## src/rtl/jtag_pkg.sv

```systemverilog
// Shared JTAG definitions: TAP state encoding, fixed opcodes/patterns and the
// IEEE 1149.1 next-state function.
package jtag_pkg;

    localparam int unsigned TAP_STATE_W = 4;

    typedef enum logic [TAP_STATE_W-1:0] {
        TAP_EX2_DR   = 4'h0,
        TAP_EX1_DR   = 4'h1,
        TAP_SH_DR    = 4'h2,
        TAP_PAUSE_DR = 4'h3,
        TAP_SEL_IR   = 4'h4,
        TAP_UPD_DR   = 4'h5,
        TAP_CAP_DR   = 4'h6,
        TAP_SEL_DR   = 4'h7,
        TAP_EX2_IR   = 4'h8,
        TAP_EX1_IR   = 4'h9,
        TAP_SH_IR    = 4'hA,
        TAP_PAUSE_IR = 4'hB,
        TAP_RTI      = 4'hC,
        TAP_UPD_IR   = 4'hD,
        TAP_CAP_IR   = 4'hE,
        TAP_TLR      = 4'hF
    } tap_state_t;

    typedef enum logic [1:0] {
        SEL_BYPASS = 2'd0,
        SEL_IDCODE = 2'd1,
        SEL_USER   = 2'd2
    } dr_sel_t;

    localparam logic [4:0] BYPASS_INSTR   = 5'h1F;
    localparam logic [1:0] CAP_IR_PATTERN = 2'b01;

    // 1149.1 state diagram, one TCK rise
    function automatic tap_state_t tap_next(input tap_state_t s, input logic tms);
        tap_state_t n;
        case (s)
            TAP_TLR:      n = tms ? TAP_TLR    : TAP_RTI;
            TAP_RTI:      n = tms ? TAP_SEL_DR : TAP_RTI;
            TAP_SEL_DR:   n = tms ? TAP_SEL_IR : TAP_CAP_DR;
            TAP_CAP_DR:   n = tms ? TAP_EX1_DR : TAP_SH_DR;
            TAP_SH_DR:    n = tms ? TAP_EX1_DR : TAP_SH_DR;
            TAP_EX1_DR:   n = tms ? TAP_UPD_DR : TAP_PAUSE_DR;
            TAP_PAUSE_DR: n = tms ? TAP_EX2_DR : TAP_PAUSE_DR;
            TAP_EX2_DR:   n = tms ? TAP_UPD_DR : TAP_SH_DR;
            TAP_UPD_DR:   n = tms ? TAP_SEL_DR : TAP_RTI;
            TAP_SEL_IR:   n = tms ? TAP_TLR    : TAP_CAP_IR;
            TAP_CAP_IR:   n = tms ? TAP_EX1_IR : TAP_SH_IR;
            TAP_SH_IR:    n = tms ? TAP_EX1_IR : TAP_SH_IR;
            TAP_EX1_IR:   n = tms ? TAP_UPD_IR : TAP_PAUSE_IR;
            TAP_PAUSE_IR: n = tms ? TAP_EX2_IR : TAP_PAUSE_IR;
            TAP_EX2_IR:   n = tms ? TAP_UPD_IR : TAP_SH_IR;
            TAP_UPD_IR:   n = tms ? TAP_SEL_DR : TAP_RTI;
            default:      n = TAP_TLR;
        endcase
        return n;
    endfunction

endpackage

```

## src/rtl/jtag_pin_sync.sv

```systemverilog
// Brings TCK/TMS/TDI into the system clock domain and detects TCK edges.
module jtag_pin_sync #(
    parameter int unsigned SYNC_STAGES = 2
) (
    input  logic clk,
    input  logic rst_n,
    input  logic tck,
    input  logic tms,
    input  logic tdi,
    output logic tck_rise,
    output logic tck_fall,
    output logic tms_s,
    output logic tdi_s
);

    logic [SYNC_STAGES-1:0] tck_q;
    logic [SYNC_STAGES-1:0] tms_q;
    logic [SYNC_STAGES-1:0] tdi_q;
    logic                   tck_prev;

    // equal depth on all three pins keeps TMS/TDI aligned with the TCK edge
    always_ff @(posedge clk or negedge rst_n) begin
        if (!rst_n) begin
            tck_q    <= '0;
            tms_q    <= '0;
            tdi_q    <= '0;
            tck_prev <= 1'b0;
        end else begin
            tck_q    <= {tck_q[SYNC_STAGES-2:0], tck};
            tms_q    <= {tms_q[SYNC_STAGES-2:0], tms};
            tdi_q    <= {tdi_q[SYNC_STAGES-2:0], tdi};
            tck_prev <= tck_q[SYNC_STAGES-1];
        end
    end

    assign tck_rise = tck_q[SYNC_STAGES-1] & ~tck_prev;
    assign tck_fall = ~tck_q[SYNC_STAGES-1] & tck_prev;
    assign tms_s    = tms_q[SYNC_STAGES-1];
    assign tdi_s    = tdi_q[SYNC_STAGES-1];

endmodule

```

## src/rtl/jtag_tap_target.sv

```systemverilog
// Oversampled JTAG TAP responder with IR, BYPASS, IDCODE and one user DR.
module jtag_tap_target
    import jtag_pkg::*;
#(
    parameter int unsigned          IR_WIDTH     = 5,
    parameter int unsigned          DR_WIDTH     = 32,
    parameter logic [31:0]          IDCODE_VALUE = 32'h1000_0001,
    parameter logic [IR_WIDTH-1:0]  IDCODE_INSTR = IR_WIDTH'(1),
    parameter logic [IR_WIDTH-1:0]  USER_INSTR   = IR_WIDTH'(2),
    parameter int unsigned          SYNC_STAGES  = 2
) (
    input  logic                s_axi_aclk,
    input  logic                s_axi_aresetn,
    input  logic                TCK,
    input  logic                TMS,
    input  logic                TDI,
    output logic                TDO,
    input  logic [DR_WIDTH-1:0] dr_capture_data,
    output logic [DR_WIDTH-1:0] dr_update_data,
    output logic                dr_update_valid,
    output logic [IR_WIDTH-1:0] ir_value,
    output logic [3:0]          tap_state
);

    logic tck_rise, tck_fall, tms_s, tdi_s;

    jtag_pin_sync #(.SYNC_STAGES(SYNC_STAGES)) u_pin_sync (
        .clk      (s_axi_aclk),
        .rst_n    (s_axi_aresetn),
        .tck      (TCK),
        .tms      (TMS),
        .tdi      (TDI),
        .tck_rise (tck_rise),
        .tck_fall (tck_fall),
        .tms_s    (tms_s),
        .tdi_s    (tdi_s)
    );

    tap_state_t          tap_q, tap_d;
    dr_sel_t             dr_sel;
    logic [IR_WIDTH-1:0] ir_shift;
    logic [31:0]         id_shift;
    logic [DR_WIDTH-1:0] dr_shift;
    logic                bypass;
    logic                tdo_d;

    always_ff @(posedge s_axi_aclk or negedge s_axi_aresetn) begin
        if (!s_axi_aresetn) tap_q <= TAP_TLR;
        else                tap_q <= tap_d;
    end

    always_comb begin
        tap_d = tap_q;
        if (tck_rise) tap_d = tap_next(tap_q, tms_s);
    end

    assign tap_state = tap_q;

    // unknown opcodes, all-ones included, fall through to BYPASS
    always_comb begin
        dr_sel = SEL_BYPASS;
        if (ir_value == IR_WIDTH'(BYPASS_INSTR)) dr_sel = SEL_BYPASS;
        else if (ir_value == IDCODE_INSTR)       dr_sel = SEL_IDCODE;
        else if (ir_value == USER_INSTR)         dr_sel = SEL_USER;
    end

    always_comb begin
        tdo_d = 1'b0;
        case (tap_q)
            TAP_SH_IR: tdo_d = ir_shift[0];
            TAP_SH_DR: begin
                case (dr_sel)
                    SEL_IDCODE: tdo_d = id_shift[0];
                    SEL_USER:   tdo_d = dr_shift[0];
                    default:    tdo_d = bypass;
                endcase
            end
            default: tdo_d = 1'b0;
        endcase
    end

    always_ff @(posedge s_axi_aclk or negedge s_axi_aresetn) begin
        if (!s_axi_aresetn) begin
            ir_value        <= IDCODE_INSTR;
            ir_shift        <= '0;
            id_shift        <= '0;
            dr_shift        <= '0;
            bypass          <= 1'b0;
            dr_update_data  <= '0;
            dr_update_valid <= 1'b0;
            TDO             <= 1'b0;
        end else begin
            dr_update_valid <= 1'b0;
            if (tck_rise) begin
                case (tap_q)
                    TAP_CAP_IR: ir_shift <= IR_WIDTH'(CAP_IR_PATTERN);
                    TAP_SH_IR:  ir_shift <= {tdi_s, ir_shift[IR_WIDTH-1:1]};
                    TAP_UPD_IR: ir_value <= ir_shift;
                    TAP_CAP_DR: begin
                        case (dr_sel)
                            SEL_IDCODE: id_shift <= IDCODE_VALUE;
                            SEL_USER:   dr_shift <= dr_capture_data;
                            default:    bypass   <= 1'b0;
                        endcase
                    end
                    TAP_SH_DR: begin
                        case (dr_sel)
                            SEL_IDCODE: id_shift <= {tdi_s, id_shift[31:1]};
                            SEL_USER:   dr_shift <= {tdi_s, dr_shift[DR_WIDTH-1:1]};
                            default:    bypass   <= tdi_s;
                        endcase
                    end
                    TAP_UPD_DR: begin
                        if (dr_sel == SEL_USER) begin
                            dr_update_data  <= dr_shift;
                            dr_update_valid <= 1'b1;
                        end
                    end
                    default: ;
                endcase
                if (tap_d == TAP_TLR) ir_value <= IDCODE_INSTR;
            end
            if (tck_fall) TDO <= tdo_d;
        end
    end

endmodule

```

## config.mk

```make
export PLATFORM = sky130hd
export DESIGN_NAME = jtag_tap_target
export DESIGN_NICKNAME = d
export VERILOG_FILES = /design/src/rtl/jtag_pkg.sv /design/src/rtl/jtag_pin_sync.sv /design/src/rtl/jtag_tap_target.sv
export SDC_FILE = /design/constraint.sdc
export NUM_CORES = 1
export LEC_CHECK = 0
export ABC_AREA = 1
export CORE_MARGIN = 1.5
export CORE_UTILIZATION = 48
export DETAILED_ROUTE_END_ITERATION = 8
export PLACE_DENSITY = 0.75
export SLEW_MARGIN = 0
export SYNTH_ARGS = -nofsm -noshare
export SYNTH_HDL_FRONTEND = slang
export SYNTH_HIERARCHICAL = 1
export SYNTH_SLANG_ARGS = --single-unit
```

## constraint.sdc

```tcl
create_clock -name s_axi_aclk -period 1.7 [get_ports s_axi_aclk]
set_input_delay 0.34 -clock s_axi_aclk [delete_from_list [all_inputs] [get_ports s_axi_aclk]]
set_output_delay 0.34 -clock s_axi_aclk [all_outputs]
set_load 0.01 [all_outputs]
```

==> impl_results.md <==
* Status: finished, violations left
* Failing checks: setup timing
* Mapped Nets at 625
* Placed Cells incl. Taps at 801
* Leak Pwr at 3.60 nW
* Worst Path Required at 2080 ps
* Crit path max fanout at 8
* First-pass GRT wire length at 21.1 mm
* DR vias at 4663
* Total Power at 8.65 mW
* Internal at 5.89 mW
* IO Port Bufs at 79
* Hold Crit Depth at 1
* Htree depth at 4
* Asr flop ratio synth at 1.00
* Synth warn at 6
* Reg2Reg Depth at 8
* Number of diodes at 0
* Hold_ws at 257 ps
* Vias per cell at 5.53
* Period utilization at 1.06
* Count leader, synth: nand2_1
* Clock share of power at 0.427
* Residual DRC at 0
* Clock transition at path regs at 60 ps
* VDD IR-drop max at 848 µV
* Max Buffers Root-to-Sink at 2
* HP Class: in2reg
* Cell row count at 37
* Main synth FF type: dfrtp_1
* # fillers at 730
* Final Wtd Congestion at 0.874
* Drt pass-1 iters at 5
* Worst setup margin at -110 ps
* WHS Endpoint: u_pin_sync/tck_q[0]$_DFF_PN0_
* Post-synth top area share at 0.569
* Clock Skews at 6.95 ps
* Synthesized area per cell at 8.61 µm²
* Initial Utilization at 0.492
* Final Setup Violations at 48
* Total CTS buffers at 17
* Yosys reg bits at 120
* GRT overflow at 0
* Syn Inst Count at 588
* Crit path time final at 1810 ps
* Slew margin rel. at 0.683
* Worst-Margin Slew at 475 ps
* DIE AREA at 11200 µm²
* Dpl ws at -69.9 ps
* Combinational power share at 0.207
* Share of layout cells above drive strength 1 at 0.226
* Worst reg2reg setup slack at -110 ps
* P per Cell Area at 1180 nW/µm²
* Max incr delay on CP at 630 ps
* Crit start category: flop
* Critical Path Sink Type: flop
* CP max stage cell: dfstp_2
* Hold_sp: TCK
* Core Region at 10300 µm²
* CTS tree: built
* Die Wd at 106 µm
* Distinct cells, synth at 26
* Max Cap Viol at 0
* Starting DRC count in detailed routing at 377
* Ports at 80
* Slew Limit Fails at 0
* Arrival time worst endpoint at 2190 ps
* Pin count of the biggest net entering global routing at 46
* Sequential area share after synthesis at 0.595
* R2R Path Start: tap_state[1]$_DFF_PN1_
* Final WL at 14.8 mm
* Post-detail-place hpwl at 7.97 mm
* RSZ-0062 raised after global routing: true
* Post-Syn Area at 5060 µm²
* Delay-heaviest family, CP: flip-flops
* Routed wire per std cell at 17.6 µm
* Sink Count at 120
* Final nets at 731
* Initial antenna violation count at 0
* Switching fraction of total power at 0.319
* Clock Latency Late Sink at 520 ps
* Final hold violations at 0
* Synth cell count leaders: 225 x nand2_1, 115 x dfrtp_1, 55 x nor2_1
* Clk Tree Root Cell: clkbuf_8
* Crit Path Category: reg2reg
* Vias in the first global route at 4427
* F_max at 553 MHz
* Cell Chain, Critical Path: nand2_4 > nor2_4 > inv_2 > nor2_4 > inv_4 > nor2_4 > clkbuf_16 > a31oi_1
* Reg2reg end: dr_shift[13]$_DFFE_PN0P_
* Fin cells at 843
* Cell mode on critical path: nor2_4
* Seq pwr share at 0.366
* Area Overhead vs Synth at 45.2%
* NetSw at 2.76 mW
* Top post-synthesis cells by area: dfrtp_1 57%, nand2_1 17%, nand3_1 4.2%
* Post-synth EDFFs at 0
* Final setup TNS at -2390 ps
* Buf+Inv Stages, Crit Path at 3
* GRT Total Usage at 0.239
* Die H at 106 µm
* Antenna-violating nets left at 0
* Yosys top cell by area: dfrtp_1
[routing by layer]
layer	routed length (µm)	vias to the layer above	part of all wire	global-route usage
li1	-	2140	-	-
met1	5920	2302	0.40	0.305
met2	7710	182	0.52	0.400
met3	795	39	0.054	0.0439
met4	413	0	0.028	0.0994
met5	0	-	0	0
[worst max-delay path by stage]
stage	from	end	slack, ps	cells past startpoint
5_1_grt	tap_state[1]$_DFF_PN1_	ir_value[0]$_DFFE_PN1P_	-170	11
3_3_place_gp	tap_state[1]$_DFF_PN1_	ir_value[4]$_DFFE_PN0P_	-50	9
4_1_cts	tap_state[1]$_DFF_PN1_	dr_shift[8]$_DFFE_PN0P_	-9	8
3_5_place_dp	tap_state[1]$_DFF_PN1_	ir_value[1]$_DFFE_PN0P_	-70	9
6_report	tap_state[1]$_DFF_PN1_	dr_shift[13]$_DFFE_PN0P_	-110	8
2_1_floorplan	tap_state[2]$_DFF_PN1_	dr_update_data[28]$_DFFE_PN0P_	20	7
[flip-flops by register name, indices dropped and copies added (netlist names), 4 cells and up]
register,flops
ir_shift,5
id_shift,32
dr_shift,32
ir_value,5
tap_state,4
dr_update_data,32
[layout make-up]
| cell class | count | area (µm²) | area share |
|---|---|---|---|
| flip-flops and latches | 120 | 3010 | 0.410 |
| multi-input cells | 414 | 2270 | 0.309 |
| repair buffers | 120 | 1210 | 0.165 |
| clock buffers | 17 | 414 | 0.0564 |
| clock inverters | 15 | 191 | 0.0261 |
| well taps | 136 | 170 | 0.0232 |
| inverters | 21 | 81.3 | 0.0111 |
[cells by family after synthesis]
logic type / share of synthesized area
AOI/OAI and AO/OA: 0.0875
buffers and inverters: 0.0502
DFF: 0.595
muxes: 0.00198
and+or+nand+nor: 0.266
[through the flow]
step,utilization,instance area [µm²]
5_1_grt,0.715,7350
6_report,0.715,7350
2_1_floorplan,-,5070
3_3_place_gp,0.600,6170
3_5_place_dp,0.600,6170
4_1_cts,0.662,6810
[cells in the final DEF, fill, tap and decap left out, drive strengths merged, types with 2 or more instances in the layout]
cell type	n
buf	39
nor2	57
dfstp	5
clkbuf	23
nand2	225
dfrtp	115
bufinv	3
a21oi	6
clkinvlp	2
o21ai	38
clkinv	5
inv	26
a31oi	33
nand3	42
nand4	6
clkdlybuf4s50	35
nor3	3
dlygate4sd2	38
[repair_timing]
item / 4_1_cts / 5_1_grt
resized for setup: 64 / 99
hold buffers: 1 / 0
buffers inserted: 0 / 4
pin swaps: 0 / 9
hold endpoints to repair: 28 / 0
setup endpoints to repair: 96 / 73
gates cloned: 2 / 3
[power by group through the flow]
| stage | Sequential (mW) | Clock (mW) | Combinational [mW] |
|---|---|---|---|
| final | 3.17 | 3.70 | 1.79 |
| after global routing | 3.18 | 3.86 | 1.95 |
| after CTS | 3.14 | 3.69 | 1.45 |
| after detailed placement | 3.18 | 0 | 1.42 |
| after global placement | 3.17 | 0 | 1.39 |
| after floorplan | 3.19 | 0 | 0.785 |
Note: power is estimated with default switching activity, not from simulation.
